$ cat config.mk
export PLATFORM = sky130hd
export DESIGN_NAME = irrigation_matrix_scanner_flat
export DESIGN_NICKNAME = d
export VERILOG_FILES = /design/src/rtl/irrigation_matrix_scanner_pkg.sv /design/src/rtl/irrigation_matrix_scanner_if.sv /design/src/rtl/irrigation_matrix_scanner_glyph_rom.sv /design/src/rtl/irrigation_matrix_scanner.sv /design/src/flat_wrapper.sv
export SDC_FILE = /design/constraint.sdc
export NUM_CORES = 1
export LEC_CHECK = 0
export ABC_CLOCK_PERIOD_IN_PS = 2040
export BUFFER_PORTS_ARGS = -buffer_cell sky130_fd_sc_hd__buf_2
export CORE_AREA = 5 5 58 60
export CTS_CLUSTER_SIZE = 14
export DETAILED_ROUTE_END_ITERATION = 16
export DIE_AREA = 0 0 63 65
export HOLD_SLACK_MARGIN = 0.05
export PLACE_DENSITY = 0.82
export SLEW_MARGIN = 20
export SYNTH_ARGS = -nofsm -noshare
export SYNTH_HDL_FRONTEND = slang
export SYNTH_SLANG_ARGS = --single-unit
$ cat constraint.sdc
create_clock -name clk -period 2.04 [get_ports clk]
set_clock_uncertainty 0.1 [all_clocks]
set_input_delay 0.204 -clock clk [delete_from_list [all_inputs] [get_ports clk]]
set_output_delay 0.204 -clock clk [all_outputs]
set_load 0.02 [all_outputs]
$ cat src/rtl/irrigation_matrix_scanner_pkg.sv
// Shared status codes, matrix geometry and the glyph art for the irrigation matrix scanner.
package irrigation_matrix_pkg;

  typedef enum logic [1:0] {
    ST_IDLE       = 2'd0,
    ST_IRRIGATING = 2'd1,
    ST_TANK_LOW   = 2'd2,
    ST_FAULT      = 2'd3
  } status_e;

  localparam int unsigned MATRIX_ROWS = 7;
  localparam int unsigned MAX_COLS    = 16;
  localparam int unsigned GLYPH_COLS  = 5;

  // Art is packed {col4, col3, col2, col1, col0}; bit 0 of each column is the top row.
  function automatic logic [MATRIX_ROWS-1:0] glyph(input status_e status, input logic [3:0] col);
    logic [GLYPH_COLS*MATRIX_ROWS-1:0] art;
    logic [MATRIX_ROWS-1:0]            pat;
    case (status)
      ST_IDLE:       art = {7'h3E, 7'h41, 7'h41, 7'h41, 7'h3E};
      ST_IRRIGATING: art = {7'h0C, 7'h1E, 7'h3F, 7'h1E, 7'h0C};
      ST_TANK_LOW:   art = {7'h7C, 7'h78, 7'h70, 7'h60, 7'h40};
      default:       art = {7'h63, 7'h14, 7'h08, 7'h14, 7'h63};
    endcase
    case (col)
      4'd0:    pat = art[6:0];
      4'd1:    pat = art[13:7];
      4'd2:    pat = art[20:14];
      4'd3:    pat = art[27:21];
      4'd4:    pat = art[34:28];
      default: pat = '0;
    endcase
    return pat;
  endfunction

endpackage

$ cat src/rtl/irrigation_matrix_scanner_if.sv
// Controller-to-matrix signal bundle; master is the scanner side.
interface irrigation_matrix_scanner_if #(
  parameter int unsigned N_COLS   = 5,
  parameter int unsigned N_ROWS   = 7,
  parameter int unsigned STATUS_W = 2
);
  logic                enable;
  logic [STATUS_W-1:0] irrigation_status;
  logic [N_COLS-1:0]   col_sel;
  logic [N_ROWS-1:0]   row_data;
  logic                frame_done;
  logic [STATUS_W-1:0] status_shown;

  modport master (
    input  enable, irrigation_status,
    output col_sel, row_data, frame_done, status_shown
  );

  modport slave (
    output enable, irrigation_status,
    input  col_sel, row_data, frame_done, status_shown
  );
endinterface

$ cat src/rtl/irrigation_matrix_scanner_glyph_rom.sv
// Combinational glyph lookup: (status, column) -> row pattern; columns past the art read as blank.
module irrigation_glyph_rom
  import irrigation_matrix_pkg::*;
(
  input  status_e                status,
  input  logic [3:0]             col_idx,
  output logic [MATRIX_ROWS-1:0] pattern
);
  always_comb begin
    pattern = glyph(status, col_idx);
  end
endmodule

$ cat src/rtl/irrigation_matrix_scanner.sv
// Time-multiplexed LED matrix scanner with per-frame status latch and slot blanking.
// Optional fault blinking is built when IRRIG_BLINK_EN is defined.
module irrigation_matrix_scanner
  import irrigation_matrix_pkg::*;
#(
  parameter int unsigned N_COLS       = 5,
  parameter int unsigned N_ROWS       = 7,
  parameter int unsigned STATUS_W     = 2,
  parameter int unsigned SCAN_DIV     = 1000,
  parameter int unsigned BLANK_CYCLES = 8,
  parameter int unsigned BLINK_FRAMES = 32
) (
  input logic clk,
  input logic reset,
  irrigation_matrix_scanner_if.master bus
);
  localparam int unsigned CW = $clog2(N_COLS);
  localparam int unsigned PW = (SCAN_DIV > 1) ? $clog2(SCAN_DIV) : 1;

  logic [PW-1:0]          presc;
  logic [CW-1:0]          col_idx;
  logic [STATUS_W-1:0]    shown;
  logic                   slot_end;
  logic                   frame_end;
  logic                   lit;
  logic                   blink_off;
  logic [MATRIX_ROWS-1:0] pattern;
  status_e                shown_st;
  status_e                incoming_st;

  assign shown_st    = status_e'(shown[1:0]);
  assign incoming_st = status_e'(bus.irrigation_status[1:0]);
  assign slot_end    = (presc == PW'(SCAN_DIV - 1));
  assign frame_end   = slot_end && (col_idx == CW'(N_COLS - 1));

  generate
    if (BLANK_CYCLES == 0) begin : g_no_blank
      assign lit = 1'b1;
    end else begin : g_blank
      assign lit = (presc >= PW'(BLANK_CYCLES));
    end
  endgenerate

  irrigation_glyph_rom u_rom (
    .status  (shown_st),
    .col_idx (4'(col_idx)),
    .pattern (pattern)
  );

`ifdef IRRIG_BLINK_EN
  localparam int unsigned BW = (BLINK_FRAMES > 1) ? $clog2(BLINK_FRAMES) : 1;
  logic [BW-1:0] blink_cnt;
  logic          blink_phase;

  // Counting starts only once a fault frame is already on display, so the first
  // BLINK_FRAMES fault frames are visible.
  always_ff @(posedge clk) begin
    if (reset) begin
      blink_cnt   <= '0;
      blink_phase <= 1'b0;
    end else if (bus.enable && frame_end) begin
      if (incoming_st != ST_FAULT || shown_st != ST_FAULT) begin
        blink_cnt   <= '0;
        blink_phase <= 1'b0;
      end else if (blink_cnt == BW'(BLINK_FRAMES - 1)) begin
        blink_cnt   <= '0;
        blink_phase <= ~blink_phase;
      end else begin
        blink_cnt <= blink_cnt + 1'b1;
      end
    end
  end

  assign blink_off = blink_phase && (shown_st == ST_FAULT);
`else
  // BLINK_FRAMES is at least 1, so the fault glyph is never suppressed here.
  assign blink_off = (BLINK_FRAMES == 0);
`endif

  // Outputs are registered from the pre-edge counters; status_shown lags the internal
  // latch by the same cycle so it changes right after the frame_done pulse.
  always_ff @(posedge clk) begin
    if (reset) begin
      presc            <= '0;
      col_idx          <= '0;
      shown            <= '0;
      bus.col_sel      <= N_COLS'(1);
      bus.row_data     <= '0;
      bus.frame_done   <= 1'b0;
      bus.status_shown <= '0;
    end else begin
      bus.status_shown <= shown;
      if (bus.enable) begin
        presc <= slot_end ? '0 : presc + 1'b1;
        if (slot_end) begin
          col_idx <= (col_idx == CW'(N_COLS - 1)) ? '0 : col_idx + 1'b1;
        end
        if (frame_end) begin
          shown <= bus.irrigation_status;
        end
        bus.col_sel    <= N_COLS'(1) << col_idx;
        bus.row_data   <= (lit && !blink_off) ? N_ROWS'(pattern) : '0;
        bus.frame_done <= frame_end;
      end else begin
        bus.col_sel    <= '0;
        bus.row_data   <= '0;
        bus.frame_done <= 1'b0;
      end
    end
  end

endmodule
$ cat src/flat_wrapper.sv
// flat-port wrapper written by rule: the top's interface ports become plain ports
module irrigation_matrix_scanner_flat import irrigation_matrix_pkg::*;
#(
  parameter int unsigned N_COLS       = 5,
  parameter int unsigned N_ROWS       = 7,
  parameter int unsigned STATUS_W     = 2,
  parameter int unsigned SCAN_DIV     = 1000,
  parameter int unsigned BLANK_CYCLES = 8,
  parameter int unsigned BLINK_FRAMES = 32
)
  (clk, reset, bus_enable, bus_irrigation_status, bus_col_sel, bus_row_data, bus_frame_done, bus_status_shown);
  irrigation_matrix_scanner_if #(.N_COLS(N_COLS), .N_ROWS(N_ROWS), .STATUS_W(STATUS_W)) bus_i ();
  input logic clk;
  input logic reset;
  input wire logic [$bits(bus_i.enable)-1:0] bus_enable;
  input wire logic [$bits(bus_i.irrigation_status)-1:0] bus_irrigation_status;
  output wire logic [$bits(bus_i.col_sel)-1:0] bus_col_sel;
  output wire logic [$bits(bus_i.row_data)-1:0] bus_row_data;
  output wire logic [$bits(bus_i.frame_done)-1:0] bus_frame_done;
  output wire logic [$bits(bus_i.status_shown)-1:0] bus_status_shown;
  assign bus_i.enable = bus_enable;
  assign bus_i.irrigation_status = bus_irrigation_status;
  assign bus_col_sel = bus_i.col_sel;
  assign bus_row_data = bus_i.row_data;
  assign bus_frame_done = bus_i.frame_done;
  assign bus_status_shown = bus_i.status_shown;
  irrigation_matrix_scanner #(.N_COLS(N_COLS), .N_ROWS(N_ROWS), .STATUS_W(STATUS_W), .SCAN_DIV(SCAN_DIV), .BLANK_CYCLES(BLANK_CYCLES), .BLINK_FRAMES(BLINK_FRAMES)) u_core (.clk(clk), .reset(reset), .bus(bus_i));
endmodule
==> results of run 1 <==
## logic make-up (layout without fill, tap and decap cells)
logic type,Yosys count,after routing,synth area share
AOI/OAI and AO/OA,27,27,0.121
xor gates and xnor gates,9,9,0.0548
adders and majority gates,13,13,0.113
buffers and inverters,15,41,0.0426
DFF,30,30,0.417
muxes,3,3,0.0209
and+or+nand+nor,66,66,0.230
## worst max-delay path, cell delays in order (launching register included)
cell and delay, ns:
sky130_fd_sc_hd__dfxtp_1 0.40, sky130_fd_sc_hd__ha_1 0.24, sky130_fd_sc_hd__and3_2 0.25, sky130_fd_sc_hd__nand4_4 0.18, sky130_fd_sc_hd__or3b_1 0.41, sky130_fd_sc_hd__a21oi_2 0.13
## power groups by stage
| stage | Clock, mW | Sequential [mW] | Combinational (mW) |
|---|---|---|---|
| floorplan | 0 | 0.610 | 0.0221 |
| global placement | 0 | 0.609 | 0.0300 |
| detailed placement | 0 | 0.609 | 0.0307 |
| CTS | 0.386 | 0.595 | 0.0339 |
| global route | 0.422 | 0.597 | 0.0380 |
| finish | 0.368 | 0.595 | 0.0333 |
## worst paths after layout
check	end	slack [ns]	start
worst max-delay path	u_core.col_idx[2]	0.28	u_core.presc[0]
worst max register to register	u_core.col_idx[2]	0.28	u_core.presc[0]
worst min register to register	u_core.bus.frame_done	0.40	u_core.presc[2]
worst min-delay path	u_core.col_idx[2]	0.06	reset
## per-layer routing
layer / wire [µm] / vias up
li1: - / 609
met5: 0 / -
met3: 178 / 5
met4: 50 / 0
met2: 1300 / 30
met1: 1160 / 508
## cells in the mapped netlist, types with 2 or more instances
| library cell | count |
|---|---|
| sky130_fd_sc_hd__a21oi_1 | 6 |
| sky130_fd_sc_hd__a31oi_1 | 3 |
| sky130_fd_sc_hd__clkbuf_1 | 3 |
| sky130_fd_sc_hd__dfxtp_1 | 30 |
| sky130_fd_sc_hd__ha_1 | 13 |
| sky130_fd_sc_hd__inv_1 | 10 |
| sky130_fd_sc_hd__mux2i_1 | 3 |
| sky130_fd_sc_hd__nand2_1 | 13 |
| sky130_fd_sc_hd__nand2b_1 | 2 |
| sky130_fd_sc_hd__nand4_1 | 4 |
| sky130_fd_sc_hd__nor2_1 | 27 |
| sky130_fd_sc_hd__nor2b_1 | 4 |
| sky130_fd_sc_hd__nor3_1 | 4 |
| sky130_fd_sc_hd__nor4_1 | 5 |
| sky130_fd_sc_hd__o21ai_0 | 6 |
| sky130_fd_sc_hd__o41ai_1 | 2 |
| sky130_fd_sc_hd__xnor2_1 | 5 |
| sky130_fd_sc_hd__xor2_1 | 4 |
## final cells by class
| class | instances | area, µm² |
|---|---|---|
| clock buffer | 7 | 55.1 |
| clock inverter | 1 | 5.00 |
| fill | 258 | 1230 |
| inverter | 10 | 37.5 |
| multi-input combinational | 118 | 777 |
| sequential | 30 | 601 |
| tap | 33 | 41.3 |
| timing repair buffer | 23 | 130 |
## flip-flops by register name, indices dropped and copies added, names as in the netlist
name and count:
u_core.bus.col_sel 5, u_core.bus.frame_done 1, u_core.bus.row_data 7, u_core.bus.status_shown 2, u_core.col_idx 3, u_core.presc 10, u_core.shown 2
## layout by cell type, fill, tap and decap left out, types with 2 or more instances in the layout
cell                            netlist  layout
sky130_fd_sc_hd__nand2_1             13      13
sky130_fd_sc_hd__mux2i_1              3       3
sky130_fd_sc_hd__a31oi_1              3       3
sky130_fd_sc_hd__nor2b_1              4       4
sky130_fd_sc_hd__xnor2_1              5       5
sky130_fd_sc_hd__nor3_1               4       4
sky130_fd_sc_hd__o41ai_1              2       2
sky130_fd_sc_hd__dlygate4sd3_1        0       2
sky130_fd_sc_hd__buf_2                1      19
sky130_fd_sc_hd__nand2b_1             2       2
sky130_fd_sc_hd__nor4_1               5       5
sky130_fd_sc_hd__clkbuf_4             0       5
sky130_fd_sc_hd__inv_1               10      10
sky130_fd_sc_hd__nor2_1              27      27
sky130_fd_sc_hd__o21ai_0              6       6
sky130_fd_sc_hd__xor2_1               4       4
sky130_fd_sc_hd__buf_4                1       2
sky130_fd_sc_hd__dfxtp_1             30      30
sky130_fd_sc_hd__a21oi_1              6       6
sky130_fd_sc_hd__nand4_1              4       4
sky130_fd_sc_hd__ha_1                13      13
==> flow_summary_export.csv, run 1 <==
group,metric,value,unit
cells_and_area,flow.area_growth_from_synthesis,14.4,%
die,die_w,63,µm
clock_network,clock_latency,0.33,ns
clock_network,cts_hold_buf,2,
timing,final.hold.worst_slack,0.0648,ns
power_and_ir_drop,power.switching_fraction,0.226,
yosys,synth.largest_area_cell,"sky130_fd_sc_hd__dfxtp_1",
setup_path,criticalPathCategory,"flop to flop",
global_route,first_pass_grt_wire_length,4.51,mm
place,gpl_wtd_cong,0.859,
setup_path,timing.critical_path.from_type,"flop",
power_and_ir_drop,vdd_ir_drop_max,519,µV
setup_path,worstPathArrival,1.94,ns
setup_path,worst_r2r_path_depth,5,
yosys,netlist_instances,163,
min_path,whs_path_depth,2,
timing,setup-tns-final,0,ns
yosys,postSynthNetCount,181,
clock_network,cts_root_buffer,"sky130_fd_sc_hd__clkbuf_4",
status,outcome,"complete, no violations",
timing,rsz0062_at_grt,"false",
place,placed_area,0.00157,mm²
global_route,groute.layer.met3.usage,0.0659,
setup_path,critPathMaxFanout,10,
route,drt_pass1_iterations,4,
clock_network,numClockSinks,30,
yosys,synth_area,0.00144,mm²
timing,slew_headroom,0.685,
route,wl_per_cell,12.1,µm
cells_and_area,post-route-cell-area,0.00165,mm²
flow_run,maxCapViolations,0,
route,drt_iter0_drc,38,
power_and_ir_drop,clock_power_share,0.369,
power_and_ir_drop,power.sequential.fraction,0.597,
yosys,synthesis.yosys.warnings,0,
clock_network,clkSlewWorstSetupHoldPaths,0.10,ns
place,dp_worst_setup_slack,0.299,ns
place,port_buffers,19,
place,placed_cells,212,
cells_and_area,finalCoreUtilization,0.572,
setup_path,worst-endpoint-required,2.22,ns
timing,achievable-frequency,0.569,GHz
clock_network,cts_tree,"built",
min_path,hold_class,"input port to flop",
power_and_ir_drop,power.leakage,0.700,nW
timing,period_needed,1.76,ns
place,post-dp-hpwl,1.95,mm
global_route,grt_start_max_net_pins,13,
die,initial_utilization,0.500,
yosys,post_synth_num_cell_types,37,
yosys,synth_edf_count,0,
yosys,synth_top_cell_area_share,0.417,
die,io_pins,20,
timing,finalHoldViolCount,0,
timing,worst-slew-pin-transition,0.469,ns
die,floorplan.die_area,0.00410,mm²
die,fp-row-count,20,
power_and_ir_drop,p_switching,0.225,mW
route,detail_route.wirelength,2.69,mm
yosys,ys.flop_type,"sky130_fd_sc_hd__dfxtp_1",
die,core_area,0.00288,mm²
global_route,number_of_global_route_vias_before_repair,1071,
yosys,async_flop_share,0,
cells_and_area,antenna-diode-count,0,
cells_and_area,final_layout_size_suffix_gt1_frac,0.180,
global_route,global_route.usage.total,0.143,
clock_network,buffers_from_clock_root_to_sink_at_most,2,
setup_path,worst_setup_path_end_kind,"flop",
global_route,globalRouteMet2Util,0.238,
cells_and_area,num-nets-final,206,
route,via_count,1152,
timing,setup_ws,0.281,ns
route,postRouteAntennaNets,0,
global_route,top_usage_layer,"met2",
clock_network,htree_num_levels,2,
timing,slew_violations,0,
cells_and_area,final_cell_count_no_fill,222,
clock_network,post-cts-setup-buffer-count,0,
route,drc,0,
power_and_ir_drop,power_per_cell_area,605,mW/mm²
power_and_ir_drop,power.combinational.fraction,0.033,
power_and_ir_drop,p_int,0.772,mW
yosys,synth.area.top_cells,"sky130_fd_sc_hd__dfxtp_1 42%, sky130_fd_sc_hd__ha_1 11%, sky130_fd_sc_hd__nor2_1 7.0%",
die,floorplan.die.height,65,µm
yosys,synth_seq_area_share,0.417,
global_route,met1_usage,0.150,
global_route,grt_overflow_total,0,
timing,period_share,0.862,
yosys,syn-mean-instance-area,8.83,µm²
yosys,ys_ff_latch,30,
route,routed_via_density,5.19,
timing,final-setup-viol-count,0,
global_route,grt_antenna_before_repair,0,
clock_network,ctsResizeCount,0,
clock_network,cts-buffers-inserted,5,
power_and_ir_drop,p_total,0.996,mW
Note: power is estimated with default switching activity, not from simulation.
==> run 2, diff against run 1 <==
--- a/config.mk
+++ b/config.mk
@@ -5,14 +5,14 @@
 export SDC_FILE = /design/constraint.sdc
 export NUM_CORES = 1
 export LEC_CHECK = 0
-export ABC_CLOCK_PERIOD_IN_PS = 2040
+export ABC_CLOCK_PERIOD_IN_PS = 2000
 export BUFFER_PORTS_ARGS = -buffer_cell sky130_fd_sc_hd__buf_2
 export CORE_AREA = 5 5 58 60
 export CTS_CLUSTER_SIZE = 14
 export DETAILED_ROUTE_END_ITERATION = 16
 export DIE_AREA = 0 0 63 65
 export HOLD_SLACK_MARGIN = 0.05
-export PLACE_DENSITY = 0.82
+export PLACE_DENSITY = 0.84
 export SLEW_MARGIN = 20
 export SYNTH_ARGS = -nofsm -noshare
 export SYNTH_HDL_FRONTEND = slang
==> constraint.sdc (replaced) <==
create_clock -name clk -period 2 [get_ports clk]
set_clock_uncertainty 0.1 [all_clocks]
set_input_delay 0.2 -clock clk [delete_from_list [all_inputs] [get_ports clk]]
set_output_delay 0.2 -clock clk [all_outputs]
set_load 0.02 [all_outputs]
==> flow_summary_export.csv, run 2 (synthesis results as in run 1) <==
group,metric,value,unit
min_path,whs_path_depth,2,
setup_path,critPathMaxFanout,7,
die,fp-row-count,20,
cells_and_area,num-nets-final,206,
cells_and_area,mostFrequentLayoutCell,"sky130_fd_sc_hd__dfxtp_1",
status,outcome,"complete, no violations",
clock_network,clock_latency,0.32,ns
setup_path,worst_setup_path_end_kind,"flop",
cells_and_area,mostFrequentLayoutCells,"30 x sky130_fd_sc_hd__dfxtp_1, 27 x sky130_fd_sc_hd__nor2_1, 19 x sky130_fd_sc_hd__buf_2",
clock_network,cts-buffers-inserted,5,
place,gpl_wtd_cong,0.916,
setup_path,worst_r2r_path_depth,6,
cells_and_area,final_layout_size_suffix_gt1_frac,0.180,
power_and_ir_drop,power.leakage,0.698,nW
global_route,grt_antenna_before_repair,0,
place,port_buffers,19,
die,initial_utilization,0.500,
timing,period_needed,1.76,ns
route,wl_per_cell,12.6,µm
cells_and_area,top_register,"u_core.presc",
global_route,grt_overflow_total,0,
power_and_ir_drop,vdd_ir_drop_max,526,µV
global_route,global_route.usage.total,0.142,
timing,achievable-frequency,0.569,GHz
route,drt_iter0_drc,48,
setup_path,criticalPathCategory,"flop to flop",
global_route,number_of_global_route_vias_before_repair,1099,
timing,period_share,0.879,
route,routed_via_density,5.29,
cells_and_area,antenna-diode-count,0,
clock_network,numClockSinks,30,
timing,setup-tns-final,0,ns
die,floorplan.die_area,0.00410,mm²
power_and_ir_drop,power_per_cell_area,615,mW/mm²
route,postRouteAntennaNets,0,
min_path,hold_class,"input port to flop",
flow_run,maxCapViolations,0,
timing,final.hold.worst_slack,0.0769,ns
cells_and_area,fillCellCount,265,
timing,rsz0062_at_grt,"false",
setup_path,worst-endpoint-required,2.10,ns
global_route,grt_start_max_net_pins,13,
clock_network,post-cts-setup-buffer-count,0,
timing,slew_headroom,0.672,
route,drc,0,
power_and_ir_drop,p_total,1.01,mW
clock_network,buffers_from_clock_root_to_sink_at_most,2,
setup_path,r2r_setup_slk,0.24,ns
timing,finalHoldViolCount,0,
timing,worst-slew-pin-transition,0.489,ns
setup_path,worstPathArrival,1.86,ns
route,detail_route.wirelength,2.79,mm
clock_network,cts_root_buffer,"sky130_fd_sc_hd__clkbuf_4",
place,post-dp-hpwl,2.01,mm
clock_network,cts_tree,"built",
die,core_area,0.00288,mm²
clock_network,htree_num_levels,2,
cells_and_area,flow.area_growth_from_synthesis,14.4,%
route,via_count,1175,
setup_path,timing.critical_path.from_type,"flop",
cells_and_area,top_regs,"u_core.presc: 10 flops, u_core.bus.row_data: 7 flops, u_core.bus.col_sel: 5 flops",
die,floorplan.die.height,65,µm
timing,slew_violations,0,
global_route,first_pass_grt_wire_length,4.63,mm
route,drt_pass1_iterations,4,
timing,final-setup-viol-count,0,
clock_network,clkSlewWorstSetupHoldPaths,0.09,ns
cells_and_area,flip_flop_count_of_the_largest_register_all_copies_and_words_added,10,
die,io_pins,20,
clock_network,ctsResizeCount,0,
die,die_w,63,µm
[run 2: worst paths after layout]
kind / from / end
setup / recovery: u_core.col_idx[1] / u_core.bus.row_data[6]
hold / removal: reset / u_core.col_idx[2]
setup reg to reg: u_core.col_idx[1] / u_core.bus.row_data[6]
hold reg to reg: u_core.col_idx[0] / u_core.col_idx[0]
[run 2: per-layer routing]
| layer | track usage | vias to the layer above | part of all wire |
|---|---|---|---|
| met4 | 0.0424 | 0 | 0.014 |
| li1 | - | 608 | - |
| met2 | 0.258 | 24 | 0.49 |
| met3 | 0.0607 | 5 | 0.053 |
| met5 | 0 | - | 0 |
| met1 | 0.148 | 538 | 0.44 |
[run 2: what timing repair did]
| action | 4_1_cts | 5_1_grt |
|---|---|---|
| endpoints found under the hold margin | 2 | 0 |
| endpoints found under the setup margin | 0 | 0 |
| hold buffers | 2 | 0 |
[run 2: layout make-up]
cell class                 instances  area [µm²]  area share
timing repair buffer              23         130      0.0790
sequential                        30         601       0.365
clock buffer                       7        55.1      0.0334
inverter                          10        37.5      0.0228
multi-input combinational        118         777       0.472
clock inverter                     1        5.00     0.00304
tap                               33        41.3      0.0251
[run 2: report_power, final]
group / switching, mW / internal [mW] / total (mW)
Clock: 0.200 / 0.170 / 0.370
Sequential: 0.00513 / 0.602 / 0.607
Combinational: 0.0196 / 0.0149 / 0.0345
[run 2: critical path, stage by stage (launching register included)]
cell	delay [ns]
sky130_fd_sc_hd__dfxtp_1	0.40
sky130_fd_sc_hd__inv_1	0.11
sky130_fd_sc_hd__ha_1	0.25
sky130_fd_sc_hd__nor3_1	0.18
sky130_fd_sc_hd__nor2_1	0.06
sky130_fd_sc_hd__o21ai_1	0.41
sky130_fd_sc_hd__nor4_1	0.12
[run 2: stage by stage]
step / setup WS [ns] / cells / instance area [µm²] / utilization
6_report: 0.242 / 222 / 1650 / 0.572
3_3_place_gp: 0.286 / 212 / 1570 / 0.544
3_5_place_dp: 0.265 / 212 / 1570 / 0.544
5_1_grt: 0.115 / 222 / 1650 / 0.572
4_1_cts: 0.245 / 222 / 1650 / 0.572
2_1_floorplan: 0.314 / 163 / 1440 / -
==> run 3, diff against run 2 <==
--- a/config.mk
+++ b/config.mk
@@ -13,6 +13,8 @@
 export DIE_AREA = 0 0 63 65
 export HOLD_SLACK_MARGIN = 0.05
 export PLACE_DENSITY = 0.84
+export RECOVER_POWER = 100
+export SETUP_SLACK_MARGIN = 0.4
 export SLEW_MARGIN = 20
 export SYNTH_ARGS = -nofsm -noshare
 export SYNTH_HDL_FRONTEND = slang
==> flow_summary_export.csv, run 3 (synthesis results as in run 1) <==
group,metric,value,unit
status,outcome,"complete, no violations",
min_path,hold_class,"input port to flop",
die,floorplan.die.height,65,µm
setup_path,max_stage_delay,0.40,ns
setup_path,criticalPathCategory,"flop to flop",
die,initial_utilization,0.500,
clock_network,cts-buffers-inserted,5,
route,detail_route.wirelength,2.79,mm
setup_path,critical_path.cell_chain,"ha_1 -> and3_4 -> nand4_4 -> or3b_1 -> a21oi_2",
cells_and_area,antenna-diode-count,0,
timing,setup-tns-final,0,ns
timing,slew_headroom,0.578,
cells_and_area,flow.area_growth_from_synthesis,19.5,%
route,postRouteAntennaNets,0,
power_and_ir_drop,power_per_cell_area,586,mW/mm²
route,drt_pass1_iterations,4,
die,fp-row-count,20,
cells_and_area,area.sequential,608,µm²
cells_and_area,mostFrequentLayoutCells,"28 x sky130_fd_sc_hd__dfxtp_1, 27 x sky130_fd_sc_hd__nor2_1, 18 x sky130_fd_sc_hd__clkbuf_1",
global_route,number_of_global_route_vias_before_repair,1159,
clock_network,clkSlewWorstSetupHoldPaths,0.09,ns
route,drc,0,
timing,final-setup-viol-count,0,
setup_path,critPathMaxFanout,6,
cells_and_area,top_register,"u_core.presc",
timing,period_needed,1.69,ns
clock_network,numClockSinks,30,
global_route,grt_overflow_total,0,
clock_network,cts_tree,"built",
setup_path,path_delay_family,"simple AND/OR/NAND/NOR gates",
cells_and_area,final_layout_size_suffix_gt1_frac,0.162,
cells_and_area,num-nets-final,208,
timing,rsz0062_at_grt,"true",
flow_run,maxCapViolations,0,
die,floorplan.die_area,0.00410,mm²
setup_path,worstPathBufferInverterCount,0,
cells_and_area,top_regs,"u_core.presc: 10 flops, u_core.bus.row_data: 7 flops, u_core.bus.col_sel: 5 flops",
clock_network,clock_latency,0.32,ns
route,wl_per_cell,12.5,µm
setup_path,worst-endpoint-required,2.16,ns
die,core_area,0.00288,mm²
route,via_count,1187,
global_route,first_pass_grt_wire_length,4.69,mm
setup_path,timing.critical_path.from_type,"flop",
cells_and_area,multi_input_area,851,µm²
timing,finalHoldViolCount,0,
global_route,global_route.usage.total,0.141,
timing,achievable-frequency,0.593,GHz
route,routed_via_density,5.30,
place,post-dp-hpwl,1.88,mm
timing,worst-slew-pin-transition,0.633,ns
cells_and_area,mostFrequentLayoutCell,"sky130_fd_sc_hd__dfxtp_1",
setup_path,worstPathArrival,1.85,ns
cells_and_area,fillCellCount,266,
die,die_w,63,µm
route,drt_iter0_drc,45,
clock_network,htree_num_levels,2,
place,port_buffers,19,
place,dp_worst_setup_slack,0.288,ns
clock_network,cts_root_buffer,"sky130_fd_sc_hd__clkbuf_4",
cells_and_area,flip_flop_count_of_the_largest_register_all_copies_and_words_added,10,
die,io_pins,20,
global_route,grt_start_max_net_pins,13,
timing,slew_violations,0,
setup_path,worst_setup_path_end_kind,"flop",
timing,period_share,0.843,
timing,setup_ws,0.315,ns
power_and_ir_drop,power.leakage,0.648,nW
place,gpl_wtd_cong,0.927,
setup_path,critical-path-slowest-cell,"sky130_fd_sc_hd__dfxtp_1",
clock_network,buffers_from_clock_root_to_sink_at_most,2,
global_route,grt_antenna_before_repair,0,
power_and_ir_drop,vdd_ir_drop_max,513,µV
run 3: changes by cell type in the layout (fill, tap and decap cells not counted), sizes merged:
cell,change
clkbuf,+18
buf,-16
run 3: metrics by stage:
stage                     area (µm²)  hold WS, ns   util  power (mW)  std cells
after floorplan                 1450        0.242      -       0.645        163
after global placement          1580        0.374  0.548       0.653        212
after detailed placement        1580        0.374  0.548       0.654        212
after CTS                       1690       0.0573  0.588        1.03        224
after global routing            1720       0.0920  0.597        1.05        224
final                           1720       0.0711  0.597        1.01        224
run 3: cell type report:
type / count / share of cell area
multi-input cells: 118 / 0.495
flip-flops and latches: 30 / 0.354
repair buffers: 25 / 0.0691
clock buffers: 7 / 0.0320
well taps: 33 / 0.0240
inverters: 10 / 0.0233
clock inverters: 1 / 0.00291
run 3: where the power goes:
| part | switching, mW | total, mW | internal (mW) |
|---|---|---|---|
| Combinational | 0.0195 | 0.0342 | 0.0147 |
| Sequential | 0.00530 | 0.606 | 0.601 |
| Clock | 0.197 | 0.367 | 0.170 |
| Total | 0.222 | 1.01 | 0.786 |
run 3: timing repair:
item	CTS	global route
hold buffers	2	0
pin swaps	1	1
resized for setup	6	20
endpoints found under the hold margin	2	0
endpoints found under the setup margin	12	10
buffers inserted	2	0
run 3: worst register-to-register path, stage by stage (launching register included):
cell                      delay, ns
sky130_fd_sc_hd__dfxtp_1       0.40
sky130_fd_sc_hd__ha_1          0.24
sky130_fd_sc_hd__and3_4        0.23
sky130_fd_sc_hd__nand4_4       0.12
sky130_fd_sc_hd__or3b_1        0.39
sky130_fd_sc_hd__a21oi_2       0.13
run 3: final timing paths:
check,slack (ns),depth (start not counted),startpoint,endpoint
max reg2reg,0.31,5,u_core.presc[0],u_core.col_idx[2]
max,0.31,5,u_core.presc[0],u_core.col_idx[2]
min reg2reg,0.42,1,u_core.col_idx[0],u_core.bus.col_sel[2]
min,0.07,2,reset,u_core.col_idx[2]
run 3: layer usage:
layer	vias to the layer above	GRT usage	routed length, µm
met1	544	0.161	1200
met5	-	0	0
li1	616	-	-
met2	25	0.245	1440
met4	0	0.0610	15
met3	2	0.0381	139
